`src/rtl/machine_timer_if.sv`:
```
// Request/response bus between the load/store unit's uncached I/O path and
// the machine timer.
//
// Handshake: a request transfers on any clk edge where reqValid && reqReady.
// Writes complete at that edge with no response. An accepted read yields
// rspValid for exactly one cycle after the accepting edge, with rspData
// holding the word sampled at that edge. reqReady drops for the one cycle
// following an accepted read, so only one read is ever outstanding.
interface machine_timer_if;
  logic        reqValid;
  logic        reqWE;
  logic [31:0] reqAddr;
  logic [31:0] reqWData;
  logic        reqReady;
  logic        rspValid;
  logic [31:0] rspData;

  modport master (
    output reqValid, reqWE, reqAddr, reqWData,
    input  reqReady, rspValid, rspData
  );

  modport slave (
    input  reqValid, reqWE, reqAddr, reqWData,
    output reqReady, rspValid, rspData
  );
endinterface

```
`src/rtl/machine_timer.sv`:
```
// RISC-V machine timer: prescaled 64-bit mtime, 64-bit mtimecmp and a
// registered level timer-interrupt request for the CSR unit (mip.MTIP).
module machine_timer #(
  parameter int unsigned PRESCALE   = 1,
  parameter logic [31:0] TIMER_BASE = 32'h4000_0000
) (
  input  logic                  clk,
  input  logic                  rst_n,
  machine_timer_if.slave        bus,
  input  logic                  freeze,
  output logic                  reqTimerInterrupt,
  output logic [63:0]           mtimeOut
);

  localparam logic [15:0] PRESC_MAX = 16'(PRESCALE - 1);

  logic [15:0] presc_q, presc_d;
  logic [63:0] mtime_q, mtime_d;
  logic [63:0] cmp_q, cmp_d;
  logic        ready_q;
  logic        rsp_valid_q;
  logic [31:0] rsp_data_q;
  logic        irq_q;

  logic        hit;
  logic [1:0]  word;
  logic        acc_wr;
  logic        acc_rd;
  logic        wr_mtime_lo, wr_mtime_hi, wr_cmp_lo, wr_cmp_hi;
  logic        tick;
  logic [31:0] rd_data;

  assign hit  = (bus.reqAddr[31:4] == TIMER_BASE[31:4]);
  assign word = bus.reqAddr[3:2];

  assign acc_wr = bus.reqValid && ready_q && bus.reqWE && hit;
  // Reads outside the block are still accepted and answered with zero.
  assign acc_rd = bus.reqValid && ready_q && !bus.reqWE;

  assign wr_mtime_lo = acc_wr && (word == 2'd0);
  assign wr_mtime_hi = acc_wr && (word == 2'd1);
  assign wr_cmp_lo   = acc_wr && (word == 2'd2);
  assign wr_cmp_hi   = acc_wr && (word == 2'd3);

  assign tick = !freeze && (presc_q == PRESC_MAX);

  // Read mux: register values as they stand before this edge's updates.
  always_comb begin
    rd_data = 32'd0;
    if (hit) begin
      case (word)
        2'd0:    rd_data = mtime_q[31:0];
        2'd1:    rd_data = mtime_q[63:32];
        2'd2:    rd_data = cmp_q[31:0];
        default: rd_data = cmp_q[63:32];
      endcase
    end
  end

  // Next prescaler/mtime/mtimecmp; a write to either mtime half swallows
  // that cycle's tick entirely and restarts the prescaler.
  always_comb begin
    presc_d = presc_q;
    mtime_d = mtime_q;
    cmp_d   = cmp_q;
    if (wr_mtime_lo || wr_mtime_hi) begin
      presc_d = 16'd0;
      if (wr_mtime_lo) mtime_d[31:0]  = bus.reqWData;
      if (wr_mtime_hi) mtime_d[63:32] = bus.reqWData;
    end else if (!freeze) begin
      presc_d = tick ? 16'd0 : presc_q + 16'd1;
      if (tick) mtime_d = mtime_q + 64'd1;
    end
    if (wr_cmp_lo) cmp_d[31:0]  = bus.reqWData;
    if (wr_cmp_hi) cmp_d[63:32] = bus.reqWData;
  end

  // Timer state; interrupt compares the post-update values so it has no lag.
  always_ff @(posedge clk or negedge rst_n) begin
    if (!rst_n) begin
      presc_q <= 16'd0;
      mtime_q <= 64'd0;
      cmp_q   <= 64'hFFFF_FFFF_FFFF_FFFF;
      irq_q   <= 1'b0;
    end else begin
      presc_q <= presc_d;
      mtime_q <= mtime_d;
      cmp_q   <= cmp_d;
      irq_q   <= (mtime_d >= cmp_d);
    end
  end

  // Bus side: ready drops for one cycle after each accepted read.
  always_ff @(posedge clk or negedge rst_n) begin
    if (!rst_n) begin
      ready_q     <= 1'b0;
      rsp_valid_q <= 1'b0;
      rsp_data_q  <= 32'd0;
    end else begin
      ready_q     <= !acc_rd;
      rsp_valid_q <= acc_rd;
      if (acc_rd) rsp_data_q <= rd_data;
    end
  end

  assign bus.reqReady   = ready_q;
  assign bus.rspValid   = rsp_valid_q;
  assign bus.rspData    = rsp_data_q;
  assign reqTimerInterrupt = irq_q;
  assign mtimeOut       = mtime_q;

endmodule
```
`src/flat_wrapper.sv`:
```
// flat-port wrapper written by rule: the top's interface ports become plain ports
module machine_timer_flat 
#(
  parameter int unsigned PRESCALE   = 1,
  parameter logic [31:0] TIMER_BASE = 32'h4000_0000
)
  (clk, rst_n, freeze, reqTimerInterrupt, mtimeOut, bus_reqValid, bus_reqWE, bus_reqAddr, bus_reqWData, bus_reqReady, bus_rspValid, bus_rspData);
  machine_timer_if bus_i ();
  input  logic clk;
  input  logic rst_n;
  input  logic freeze;
  output logic reqTimerInterrupt;
  output logic [63:0] mtimeOut;
  input wire logic [$bits(bus_i.reqValid)-1:0] bus_reqValid;
  input wire logic [$bits(bus_i.reqWE)-1:0] bus_reqWE;
  input wire logic [$bits(bus_i.reqAddr)-1:0] bus_reqAddr;
  input wire logic [$bits(bus_i.reqWData)-1:0] bus_reqWData;
  output wire logic [$bits(bus_i.reqReady)-1:0] bus_reqReady;
  output wire logic [$bits(bus_i.rspValid)-1:0] bus_rspValid;
  output wire logic [$bits(bus_i.rspData)-1:0] bus_rspData;
  assign bus_i.reqValid = bus_reqValid;
  assign bus_i.reqWE = bus_reqWE;
  assign bus_i.reqAddr = bus_reqAddr;
  assign bus_i.reqWData = bus_reqWData;
  assign bus_reqReady = bus_i.reqReady;
  assign bus_rspValid = bus_i.rspValid;
  assign bus_rspData = bus_i.rspData;
  machine_timer #(.PRESCALE(PRESCALE), .TIMER_BASE(TIMER_BASE)) u_core (.clk(clk), .rst_n(rst_n), .bus(bus_i), .freeze(freeze), .reqTimerInterrupt(reqTimerInterrupt), .mtimeOut(mtimeOut));
endmodule
```
`config.mk`:
```
export PLATFORM = sky130hd
export DESIGN_NAME = machine_timer_flat
export DESIGN_NICKNAME = d
export VERILOG_FILES = /design/src/rtl/machine_timer_if.sv /design/src/rtl/machine_timer.sv /design/src/flat_wrapper.sv
export SDC_FILE = /design/constraint.sdc
export NUM_CORES = 1
export LEC_CHECK = 0
export CORE_MARGIN = 8
export CORE_UTILIZATION = 50
export CTS_CLUSTER_DIAMETER = 200
export DETAILED_ROUTE_END_ITERATION = 8
export GPL_TIMING_DRIVEN = 0
export PLACE_DENSITY = 0.77
export SLEW_MARGIN = 40
export SYNTH_ARGS = -nofsm -noshare
export SYNTH_HDL_FRONTEND = slang
export SYNTH_SLANG_ARGS = --single-unit
```
`constraint.sdc`:
```
create_clock -name clk -period 5 [get_ports clk]
set_input_delay 0.75 -clock clk [delete_from_list [all_inputs] [get_ports clk]]
set_output_delay 0.75 -clock clk [all_outputs]
set_load 0.05 [all_outputs]
```
==> impl_table.tex <==
\begin{tabular}{lr}
\hline
Metric & Value \\
\hline
\multicolumn{2}{l}{\textbf{CTS}} \\
Number of buffers created by CTS & 17 \\
Clock Tree Root & clkbuf\_16 \\
Maximum root-to-sink buffer count & 2 \\
Total number of clock tree sinks & about 180 \\
Later-pin clock latency in the skew report & between 0.4 and 0.5 ns \\
TritonCTS clock tree & built \\
Worst-path clk slew & 0.08 ns \\
H-tree level count & 4 \\
\multicolumn{2}{l}{\textbf{STA}} \\
Post-route clock period utilization & about 96\% \\
Maximum operating frequency & about 210 MHz \\
Final Hold Viols & 0 \\
Worst-case clock skew & 0.0137 ns \\
Final count of pins violating max slew & 0 \\
Final critical-path required period & approximately 4.8 ns \\
Slew @ Worst Pin & 0.858 ns \\
Slew HR & 42.8\% \\
Total of endpoints with negative setup slack in the final report & 0 \\
\multicolumn{2}{l}{\textbf{Pwr}} \\
Power density normalized to cell area & between 200 and 300 nW/um\^{}2 \\
Internal Power & between 2 and 2.5 mW \\
Worst vdd rail ir drop & between 0.2 and 0.25 mV \\
Power share of the sequential group & 43.9\% \\
Net Switching & 1.12 mW \\
Fraction of power spent switching nets & roughly 31\% \\
Combinational cell fraction of total power & between 15 and 20\% \\
Leak & around 6 nW \\
Share of total power in the clock network & between 30\% and 40\% \\
\multicolumn{2}{l}{\textbf{Hold path}} \\
Class of the tightest hold or removal check & primary input to async pin \\
\multicolumn{2}{l}{\textbf{Yosys}} \\
Post-Syn Area per Cell & between 9 and 10 um\^{}2 \\
Most used standard cell by instance count after synthesis & nand2\_1 \\
Fraction of the mapped netlist area in compound gates & 13.9\% \\
Seq cells post-synth & about 180 \\
Yosys Warn Count & 0 \\
Async set or reset register ratio after synthesis & 100\% \\
Post-Syn Instances & 1127 \\
Largest area contributor in the synthesized netlist & dfrtp\_1 \\
Synth unique cells & slightly below 60 \\
Commonest cells in the netlist & nand2\_1 (126), dfrtp\_1 (115), nor2\_1 (98), inv\_1 (83), a21oi\_1 (76) \\
Area fraction of the dominant cell type after synthesis & about a quarter \\
Number of synthesized flops with an enable pin & 0 \\
Sequential element share of the synthesized area & 41.7\% \\
Area share of and/or/nand/nor cells after synthesis & $\sim$18\% \\
Leading post-synthesis cells by cell area & dfrtp\_1 (26\%), dfstp\_2 (15\%), ha\_1 (7.7\%) \\
Combinational family with the most area after synthesis & simple AND/OR/NAND/NOR gates \\
Number of nets in the synthesized netlist & approximately 1300 \\
Parity-gate share of the synthesized area counting xor and xnor cells & under 10\% \\
Most instantiated flip-flop cell in the synthesis netlist & dfrtp\_1 \\
Combined area of all synthesized cells & 10900 um\^{}2 \\
Area share of fa/ha/maj cells after synthesis & 7.67\% \\
Mux contribution to synthesized area & between 10\% and 20\% \\
\multicolumn{2}{l}{\textbf{Detailed routing}} \\
DRC violations left & 0 \\
Average wire length per cell after detail routing & 24.1 um \\
Routed vias/inst & 6.36 \\
Count of routing violations after the opening detailed-route iteration & 1148 \\
Total wire length after detailed routing & 38800 um \\
Number of nets with antenna violations after detailed routing & 0 \\
Detailed-route via count & 10241 \\
Length of the first detailed-routing pass in iterations & 6 \\
\multicolumn{2}{l}{\textbf{Cells and area}} \\
Fraction of the core area covered by cells at the end of the flow & a little over three fifths \\
Final layout net count & 1453 \\
Synth-to-layout area growth & 25.0\% \\
Summed area of non-filler cells in the final layout & approximately 14000 um\^{}2 \\
Layout cell share with drive strength beyond 1 & between 15 and 20\% \\
Diode insertion count for antenna repair & 0 \\
\multicolumn{2}{l}{\textbf{Die}} \\
Starting density of the core & 50.6\% \\
Core Box Area & approximately 22000 um\^{}2 \\
Height of the die & about 160 um \\
Die boundary width & 164 um \\
Placement row count & 54 \\
Num ports & around 170 \\
Area enclosed by the die boundary & around 27000 um\^{}2 \\
\multicolumn{2}{l}{\textbf{Global routing}} \\
Via count of the first global-routing pass & a little over 10000 \\
Global-route track usage on met1 & around two fifths \\
Most heavily used metal layer in global routing & met2 \\
Number of antenna violations at the first check in global routing & 0 \\
Wire length of the first global-routing pass & between 50000 and 60000 um \\
GRT overflow & 0 \\
Met2 Resource Use GR & a little under half \\
Total routing usage reported by global routing & approximately 29\% \\
Pin count of the biggest net entering global routing & between 70 and 80 \\
Met3 demand-to-capacity share in global routing & between 6 and 7\% \\
\multicolumn{2}{l}{\textbf{Run status}} \\
Status & finished clean \\
\multicolumn{2}{l}{\textbf{Critical path}} \\
Category of the critical setup timing path & primary input to flop \\
Kind of start point of the critical path & primary input \\
Critical-path cell with the highest stage delay & clkdlybuf4s50\_1 \\
CP Capture Type & flop \\
Critical path's largest stage delay & slightly above 0.4 ns \\
CP Data Required Time & 5.29 ns \\
Top delay family on crit path & compound AO/OA/AOI/OAI gates \\
Critical path peak fanout & 10 \\
Critical-path cell list & clkdlybuf4s50\_1 > nor4\_1 > and4\_1 > nand3\_1 > clkbuf\_2 > buf\_1 > o31ai\_1 > a21oi\_1 > a211oi\_1 > ha\_1 > and4\_1 > a221oi\_1 > buf\_2 > o2111ai\_1 > a211oi\_1 > o31ai\_1 \\
Total buffers and inverters traversed by the critical path & 4 \\
Arrival time of the worst setup path & around 5.1 ns \\
\multicolumn{2}{l}{\textbf{Place}} \\
Count of port buffers added during placement & 164 \\
Half-perimeter wire length after detailed placement & a little under 30000 um \\
Placed cell area & about 13000 um\^{}2 \\
Gp weighted congestion & about 0.99 \\
\multicolumn{2}{l}{\textbf{Run}} \\
Total of max-cap violations & 0 \\
\hline
\end{tabular}
[sequential cells by signal, indices dropped and copies added (netlist names)]
| register | count |
|---|---|
| u_core.bus.rspData | 32 |
| u_core.mtimeOut | 64 |
| u_core.bus.rspValid | 1 |
| u_core.bus.reqReady | 1 |
| u_core.presc_q | 16 |
| u_core.reqTimerInterrupt | 1 |
| u_core.cmp_q | 64 |
[metal layers]
layer | routed length (um) | part of all wire (%) | vias up
met5 | 0 | 0 | -
met4 | 1430 | 3.7 | 0
li1 | - | - | 4507
met2 | 17800 | 46 | 591
met1 | 15900 | 41 | 5031
met3 | 3660 | 9.4 | 112
[power by group through the flow]
stage / Combinational (mW) / Clock, mW / Sequential [mW]
2_1_floorplan: 0.267 / 0 / 1.65
5_1_grt: 0.672 / 1.45 / 1.57
6_report: 0.625 / 1.38 / 1.57
4_1_cts: 0.596 / 1.39 / 1.56
3_5_place_dp: 0.594 / 0 / 1.59
3_3_place_gp: 0.573 / 0 / 1.59
[worst paths after layout]
check	endpoint	slack, ns	from	cells past startpoint
setup reg to reg	u_core.reqTimerInterrupt	0.32	u_core.presc_q[0]	19
min in group clk	u_core.bus.rspData[1]	0.48	u_core.bus.rspData[1]	2
setup / recovery	u_core.reqTimerInterrupt	0.18	bus_reqAddr[5]	16
max in group asynchronous	u_core.cmp_q[55]	4.12	rst_n	2
hold reg to reg	u_core.bus.rspData[1]	0.48	u_core.bus.rspData[1]	2
hold / removal	u_core.bus.rspData[11]	0.18	rst_n	1
[through the flow]
step	hold WS [ns]	setup WS [ns]	power [mW]	cells	setup TNS, ns
2_1_floorplan	0.454	1.14	1.92	1127	0
3_3_place_gp	0.461	-4.18	2.16	1571	-600.35
3_5_place_dp	0.471	-0.984	2.18	1574	-0.984
4_1_cts	0.171	0.0289	3.55	1605	0
5_1_grt	0.186	-0.00448	3.69	1610	-0.00448
6_report	0.176	0.183	3.57	1610	0
[layout make-up]
class / instances / area [um^2]
clock buffer: 18 / 429
timing repair buffer: 172 / 1740
fill: 1817 / 7950
inverter: 84 / 315
buffer: 51 / 236
sequential: 179 / 4560
tap: 280 / 350
multi-input combinational: 812 / 5880
clock inverter: 14 / 161
[kinds of logic (layout without fill, tap and decap cells)]
kind of cell | Yosys count | in the layout
buffers and inverters | 136 | 339
XOR/XNOR | 16 | 16
multiplexers | 97 | 97
AND/OR/NAND/NOR | 390 | 390
adder cells (fa/ha/maj) | 67 | 67
flip-flops | 179 | 179
AO/OA/AOI/OAI | 242 | 242
[worst register-to-register path: cells and delay by family, from the launching register on]
| family | cells | cell delay, ns |
|---|---|---|
| compound gates | 7 | 1.79 |
| simple gates | 5 | 0.88 |
| buf+inv | 5 | 0.96 |
| flops | 1 | 0.44 |
| fa+ha+maj | 2 | 0.47 |
[what timing repair did]
item	in CTS	in global routing
setup buffers	0	5
gates resized for setup	11	18
setup endpoints to repair	1	1
pin swaps	0	2
hold buffers	0	0
gates cloned	0	0
[placed cells by master (no fill, tap or decap), types with 12 or more instances in the layout]
cell type	Yosys	layout
mux4_2	32	32
mux2_2	20	20
mux2i_1	45	45
nand3_1	37	37
ha_1	67	67
a21o_1	13	13
dfrtp_1	115	115
and3_1	22	21
a21oi_1	76	76
nor2_1	98	96
clkbuf_16	0	17
buf_2	11	12
dfstp_2	64	64
inv_1	83	83
nand2_1	126	126
nand4_1	31	31
clkbuf_1	32	21
clkdlybuf4s50_1	0	163
a211oi_1	26	26
nor4_1	13	13
o21ai_0	70	69
nor3_1	19	17
No activity file was read; power rests on OpenSTA's default activity.
==> RTL edit: new RTL, same settings <==
Put one more register stage on the output `mtimeOut`, cleared by the reset. The value now appears one clock later. The other outputs are not delayed to match.
--- a/src/rtl/machine_timer.sv
+++ b/src/rtl/machine_timer.sv
@@ -108,5 +108,11 @@
   assign bus.rspData    = rsp_data_q;
   assign reqTimerInterrupt = irq_q;
-  assign mtimeOut       = mtime_q;
+  always_ff @(posedge clk or negedge rst_n) begin
+    if (!rst_n) begin
+      mtimeOut <= '0;
+    end else begin
+      mtimeOut <= mtime_q;
+    end
+  end
 
 endmodule
Formal check against the unedited RTL: not equivalent (a bounded check fails within 4 cycles, from zero or initial values and one cycle with rst_n low).
==> RTL edit against the unedited design <==
Routed wire length up 7.3%. Area after synthesis up 15%. Worst hold slack lost 0.076 ns. Maximum frequency shrank 0.33%. Utilization decreased by 0.30 points. Power grew 32%. Final area grew 15%. Sequential cell count is 64 higher. Worst setup slack lost 0.016 ns. Critical endpoint unchanged. Largest power group unchanged. Highest routed layer unchanged.
==> RTL edit: results <==
export IMPL_routed_wl_um=41600
export IMPL_grt_max_degree=75
export IMPL_p_switching_mw=1.245
export IMPL_dp_cells=1688
export IMPL_critPathSlowestCell="a221oi_4"
export IMPL_worst_r2r_path_depth=16
export IMPL_fillers=1975
export IMPL_drive_gt1_share_pct=15.54
export IMPL_place_gp_congestion=0.9767
export IMPL_worstReg2RegStart="u_core.presc_q[8]"
export IMPL_cts_buffer_depth=3
export IMPL_routedWlPerCell_um=23.91
export IMPL_numCtsBuffers=25
export IMPL_grt_pass1_vias=11110
export IMPL_fin_skew_ns=0.01419
export IMPL_antenna_found_initial=1
export IMPL_post_dp_cell_area_sq_mm=0.01469
export IMPL_ys_top_cells_by_count="dfrtp_1, nand2_1, nor2_1, inv_1, a21oi_1"
export IMPL_dr_pass1_iters=7
export IMPL_synthAdderAreaFrac_pct=6.687
export IMPL_p_leak_nw=6.897
export IMPL_track_usage_pct=26.87
export IMPL_grtUsageMet3_pct=6.075
export IMPL_final_min_clock_period_ns=4.833
export IMPL_timing_hold_ws_ns=0.09974
export IMPL_met1_usage_pct=34.57
export IMPL_wirelength_met1_um=16160
export IMPL_use_met2_pct=42.10
export IMPL_grt_pass1_wl_um=64400
export IMPL_synth_area_leaders="dfrtp_1, dfstp_2, ha_1"
export IMPL_ys_seq_area_share_pct=49.14
export IMPL_comb_power_share_pct=13.6
export IMPL_syn_area_per_cell_sq_um=10.53
export IMPL_synthXorXnorAreaFrac_pct=1.118
export IMPL_slowest_delay_ns=0.43
export IMPL_synth_compound_gate_area_share_pct=12.09
export IMPL_post_cts_resized=13
export IMPL_cp_data_arrival_time_ns=5.20
export IMPL_synthMuxAreaShare_pct=11.14
export IMPL_status="complete, no violations"
export IMPL_final_nets=1527
export IMPL_syn_num_nets=1327
export IMPL_clock_latency_ns=0.53
export IMPL_wl_met3_um=4632
export IMPL_p_sw_share_pct=26.37
export IMPL_powerDensity_mw_per_mm2=301.4
[RTL edit: cell count changes in the layout (fill, tap and decap cells not counted), moves of 2 or more]
cell       unedited run  this run
clkbuf_8              0         8
clkbuf_1             21        27
dfrtp_1             115       179
inv_8                 4         0
buf_4                 7         9
clkinv_4              4         0
inv_6                 4         0
clkbuf_16            17        25
bufinv_16             1         3
[RTL edit: final cells by class]
cell class | count | area share (%)
multi-input cells | 812 | 37.63
clock buffers | 40 | 4.863
inverters | 84 | 2.012
plain buffers | 51 | 1.501
diodes | 1 | 0.01597
well taps | 330 | 2.635
clock inverters | 5 | 0.6548
flip-flops and latches | 243 | 39.32
repair buffers | 174 | 11.37
[RTL edit: worst max-delay path: cells and delay by family]
| kind | cells | cell delay [ns] |
|---|---|---|
| adder cells (fa/ha/maj) | 1 | 0.31 |
| AND/OR/NAND/NOR | 5 | 1.26 |
| buffers and inverters | 3 | 1.08 |
| AO/OA/AOI/OAI | 7 | 1.80 |
